$ cat src/rtl/rot_issue_stage.sv
// rot_issue_stage: two-register issue pipeline feeding a combinational
// right rotator, with valid/ready on the command and result ports.
module rot_issue_stage #(
  parameter int COUNT_W = 16
) (
  input  logic               clk,
  input  logic               rst_n,
  input  logic               in_valid,
  output logic               in_ready,
  input  logic [31:0]        in_data,
  input  logic [4:0]         in_amnt,
  input  logic               in_dir,
  output logic [4:0]         rot_amnt,
  output logic [31:0]        rot_str,
  input  logic [31:0]        rot_result,
  output logic               out_valid,
  input  logic               out_ready,
  output logic [31:0]        out_data,
  output logic [COUNT_W-1:0] op_count
);

  logic         s1_valid;
  logic [31:0]  s1_data;
  logic [4:0]   s1_amnt;
  logic         s2_valid;
  logic [31:0]  s2_data;

  logic         s2_free;
  logic         s1_load;
  logic         s1_xfer;
  logic         out_fire;
  logic [4:0]   right_amnt;

  // Handshake qualifiers for both stages
  always_comb begin
    s2_free  = !s2_valid || out_ready;
    in_ready = !s1_valid || s2_free;
    s1_load  = in_valid && in_ready;
    s1_xfer  = s1_valid && s2_free;
    out_fire = s2_valid && out_ready;
  end

  // A left rotate by k is the same as a right rotate by 32-k
  always_comb begin
    right_amnt = in_amnt;
    unique case (1'b1)
      in_dir:  right_amnt = 5'd0 - in_amnt;
      !in_dir: right_amnt = in_amnt;
    endcase
  end

  // Stage 1 holds the command presented to the rotator
  always_ff @(posedge clk) begin
    if (!rst_n) begin
      s1_valid <= 1'b0;
      s1_data  <= '0;
      s1_amnt  <= '0;
    end else if (s1_load) begin
      s1_valid <= 1'b1;
      s1_data  <= in_data;
      s1_amnt  <= right_amnt;
    end else if (s1_xfer) begin
      s1_valid <= 1'b0;
    end
  end

  // Stage 2 captures the rotator result and holds it until taken
  always_ff @(posedge clk) begin
    if (!rst_n) begin
      s2_valid <= 1'b0;
      s2_data  <= '0;
    end else if (s1_xfer) begin
      s2_valid <= 1'b1;
      s2_data  <= rot_result;
    end else if (out_fire) begin
      s2_valid <= 1'b0;
    end
  end

  // Completed-operation counter, wraps naturally
  always_ff @(posedge clk) begin
    if (!rst_n) begin
      op_count <= '0;
    end else if (out_fire) begin
      op_count <= op_count + 1'b1;
    end
  end

  assign rot_str   = s1_data;
  assign rot_amnt  = s1_amnt;
  assign out_valid = s2_valid;
  assign out_data  = s2_data;

endmodule
$ cat config.mk
export PLATFORM = sky130hd
export DESIGN_NAME = rot_issue_stage
export DESIGN_NICKNAME = d
export VERILOG_FILES = /design/src/rtl/rot_issue_stage.sv
export SDC_FILE = /design/constraint.sdc
export NUM_CORES = 1
export LEC_CHECK = 0
export ABC_AREA = 1
export CORE_MARGIN = 2
export CORE_UTILIZATION = 40
export CTS_CLUSTER_DIAMETER = 40
export DETAILED_ROUTE_END_ITERATION = 12
export PLACE_DENSITY_LB_ADDON = 0.08
export SYNTH_ARGS = -nofsm -noshare
export SYNTH_HDL_FRONTEND = slang
export SYNTH_SLANG_ARGS = --single-unit
$ cat constraint.sdc
create_clock -name clk -period 2 [get_ports clk]
set_input_delay 0.6 -clock clk [delete_from_list [all_inputs] [get_ports clk]]
set_output_delay 0.6 -clock clk [all_outputs]
set_load 0.005 [all_outputs]
After elaboration in Yosys (flattened, before gate mapping)
Cells that the tools add are included.

Output and inout bits: 87. Bits of input ports: 74. Logic and storage cells: 23. Register bits after elaboration: 87.

Add/subtract/negate cells: 2. Multiplexer cells: 5. Reduce and logical (&&, ||, !) cells: 10.

Operators with widths (count): adder 16 x 1 -> 16 bit (second input constant) (1); one-hot mux 5 bit (2 select lines) (1); subtractor 1 x 5 -> 5 bit (first input constant) (1); two-way mux 1 bit (4); nonzero test 2 bit (2); logical AND 1 bit (3); logical NOT 1 bit (3); logical OR 1 bit (2).

Logic depth before layout (Yosys ltp)
Depth in word-level cells: 5. Mapped depth: 8. Mapped depth without buffers: 8.

Worst setup path after synthesis
Ideal clock, no wire load.

Kind: input -> register. From: in in_amnt[0]. To: reg s1_amnt[4], in the netlist rot_amnt[4]. Buffers on the path: 0. Data required time: 1880 ps. Arrival: 1251 ps. Cell stages on the path: 6. Library setup time: 120 ps. Slack: 629 ps. Path through: inv_1 ha_1 nand2_1 o21ai_0 xor2_1 a21oi_1.

Word-level cells in the longest chain between the ends: 2.

RTL lines: start, declared (line 11) `input logic [4:0] in_amnt,`; subtractor 1 x 5 -> 5 bit (line 47) `in_dir: right_amnt = 5'd0 - in_amnt;`; one-hot mux 5 bit (2 select lines) (line 46) `unique case (1'b1)`; end signal, assigned (line 61) `s1_amnt <= right_amnt;`; end, declared (line 24) `logic [4:0] s1_amnt;`.

No other way between the ends. A chain may end at the register's enable or synchronous reset.

Worst setup path in the final report
From: reg op_count[2]. To: out op_count[2].

RTL lines: start, declared (line 19) `output logic [COUNT_W-1:0] op_count`; start signal, assigned (line 85) `op_count <= op_count + 1'b1;`.

No word-level cell between the ends.

==> run summary <==
The number of buffer and inverter stages on the critical path was 1. The tree built by TritonCTS fans out to 87 sinks. From synthesis to final layout, the design area changed by 60.73%. The run gives 4 as the number of detailed-route iterations in the first pass. The number of clock buffers added by TritonCTS is 9. Setup violations remaining at the end of the flow were counted as 0. After clock tree synthesis, the setup repair step added 0 buffers. Clock tree synthesis selected as its root buffer the cell clkbuf_8. A synthesized cell averages 7.456 sq um. Clock latency on the worst-skew pair, taken at its later pin, is 350 ps. Summing all placed instances gives a cell area of 5105 sq um. Total routing resource utilization after global routing: 0.1929.

The global routing usage on met1 was 0.2273; the delay of the slowest critical-path stage was 530 ps. After floorplanning, the core was divided into 33 placement rows. The timing-limited maximum frequency was 0.5243 GHz; the routed wire length per instance was 12.43 um.

After the first detailed-routing iteration, the DRC count stood at 90. The cell area after synthesis is 3288 sq um, and the tightest slew margin relative to the limit is 0.8329. Setup repair after global routing left no endpoint under its margin. The port buffer count is 160, and the net switching power is 943.3 uW.

STA classifies the critical path startpoint as a register. The number of nets in the synthesized netlist is 517. The final instance area is 5285 sq um. The max-capacitance violation count came out at 0.

Between clock sinks in the finished design, the worst skew comes to 13.14 ps. The run gives 0 as the count of antenna diodes in the layout. The tools report the portion of total power attributed to combinational logic as 0.174. TritonCTS built the clock tree. The number of top-level pins came out at 161. Once detailed placement completed, the half-perimeter wirelength came to 6334 um. The run gives 0.002123 uW as the standby leakage power.

The critical path capture point type was an output port. Yosys mapped the design onto 22 distinct sky130hd cell types. The power per cell area is 689.9 nW/um^2, and the design internal power is 2703 uW. The path class of the tightest hold or removal check is register to register.

The final count of pins violating max slew is 0, and the placed instance count is 697. The via count of the first global-routing pass is 3,083, and the remaining antenna violation count after routing is 0. Measured along the x axis, the die boundary spans 94.67 um. The tools report the clock network power share as 0.308.

Count of H-tree levels built during CTS: 3. Most congested layer reported by global routing: met2. Global-route wire length before repair: 13,830 um. The tools report the pin count of the biggest net entering global routing as 35. The dominant delay contributor by cell family on the critical path was buffers and inverters.

The slew at the pin closest to its max-slew limit was 250.6 ps; the clock transition at the registers of the reported paths was 100 ps. Register bit count reported by yosys: 87. The fraction of layout instances using a drive strength above 1 came out at 0.06579. Sequential standard cell area: 1742 sq um. The total power is 3646 uW, and the final weighted congestion in routability-driven placement is 0.7930. The period utilization was 0.9536; the worst-case vdd ir drop was 0.4122 mV. No sink is reached through more buffers than the 2 on the longest clock path.

The run gives 0.05826 as the met3 usage in global routing. The sequential fraction of design power came out at 0.518. Worst endpoint data arrival time: 1310 ps. For the global-route met2 utilization, the log shows 0.3233.

The per-cell via count in the routed design works out to 4.641. For the post-layout utilization of the core, the log shows 0.6531. The run finished with clean final reports.

The tools report the die area as 8961 sq um. The portion of the post-synthesis area used by sequential elements was 0.5297; the multi-input logic area was 1353 sq um. Number of hold violations in the final report: 0. The total detailed-routing wirelength is 8866 um.

Initial core utilization: 0.4063. Synthesis produced 441 cells. The setup path with the least slack is of type register to output port.

The residual overflow from global routing came out at 0. The net switching fraction of the power is 0.2587. The vertical die dimension was 94.67 um; the number of fillers in the final layout was 733.

The floorplan core area is 8093 sq um, and the warning count from the yosys run is 0. Summing over every cut layer, the via total after detailed routing is 3,309. The signal on the critical path passes through clkdlybuf4s50_1.

The minimum clock period after layout was 1907 ps. For this design, the slowest cell found on the critical path is clkdlybuf4s50_1. The required time of the critical path is 1400 ps, and the number of standard cells in the final layout excluding fillers is 713. The logs give 679 for the number of nets in the final layout and 0 for the remaining design rule violation count. The run gives 0 as the initial antenna violation count.

Of all nets on the critical path, the largest fanout is 6.
-- cells by family after synthesis --
kind of cell | share of synthesized area
AND/OR/NAND/NOR | 0.2489
XOR/XNOR | 0.007992
flip-flops | 0.5297
AO/OA/AOI/OAI | 0.1469
buffers and inverters | 0.05898
adder cells (fa/ha/maj) | 0.007609
-- synthesized netlist by cell type (all sizes together) --
master,instances,share of area
a21oi,15,0.023
buf,11,0.016
clkbuf,11,0.013
dfxtp,87,0.53
ha,2,0.0076
inv,26,0.030
nand2,36,0.043
nand3,10,0.017
nand3b,1,0.0023
nand4,1,0.0019
nor2,154,0.18
nor3,3,0.0080
o21ai,80,0.12
o21bai,1,0.0023
xor2,3,0.0080
-- tightest hold or removal path, delay by kind of cell, from the launching register on --
family / cells / cell delay [ps]
flops: 1 / 340
simple gates: 2 / 120
-- final timing paths --
| check | startpoint | to | slack, ps | cells past startpoint |
|---|---|---|---|---|
| setup / recovery | op_count[2] | op_count[2] | 90 | 1 |
| hold / removal | out_data[27] | out_data[27] | 490 | 2 |
| setup reg to reg | op_count[1] | op_count[12] | 540 | 6 |
| hold reg to reg | out_data[27] | out_data[27] | 490 | 2 |
-- repair_timing --
| item | CTS | global route |
|---|---|---|
| resized for setup | 4 | 0 |
| hold buffers | 0 | 0 |
| setup endpoints to repair | 1 | 0 |
-- stage by stage --
stage	hold WS (ps)	worst slack [ps]	TNS (ps)
finish	487.5	92.83	0
CTS	490.7	55.85	0
global route	502.6	32.78	0
floorplan	469.7	628.7	0
global placement	461.6	-335.9	-336.8
detailed placement	470.7	-319.5	-432.7
-- cell usage in the layout, fill, tap and decap left out, types with 3 or more instances in the layout --
| cell | count |
|---|---|
| clkbuf_8 | 9 |
| inv_2 | 3 |
| xor2_1 | 3 |
| buf_4 | 6 |
| dfxtp_1 | 87 |
| a21oi_1 | 15 |
| clkdlybuf4s50_1 | 157 |
| inv_1 | 23 |
| o21ai_0 | 80 |
| nand2_1 | 34 |
| nor2_1 | 152 |
| nand3_1 | 9 |
| buf_12 | 7 |
-- area by class of cell --
| cell class | count | area share |
|---|---|---|
| clock inverter | 7 | 0.01065 |
| multi-input combinational | 306 | 0.2559 |
| sequential | 87 | 0.3295 |
| timing repair buffer | 173 | 0.3371 |
| inverter | 26 | 0.01847 |
| clock buffer | 9 | 0.02344 |
| tap | 105 | 0.02486 |
-- registers in the layout (all words and copies together) (netlist names) --
register / count
op_count: 16
s1_valid: 1
rot_str: 32
out_data: 32
out_valid: 1
rot_amnt: 5
-- per-layer routing --
layer  part of all wire  vias up
met5                  0        -
met4              0.018        0
met3              0.081       17
met2               0.47      112
met1               0.43     1453
li1                   -     1727
-- power groups by stage --
stage | Sequential (uW) | Combinational (uW) | Clock, uW
floorplan | 1940 | 202 | 0
global placement | 1920 | 630 | 0
detailed placement | 1930 | 639 | 0
CTS | 1890 | 642 | 1170
global route | 1900 | 701 | 1230
finish | 1890 | 636 | 1120
Note: power is estimated with default switching activity, not from simulation.
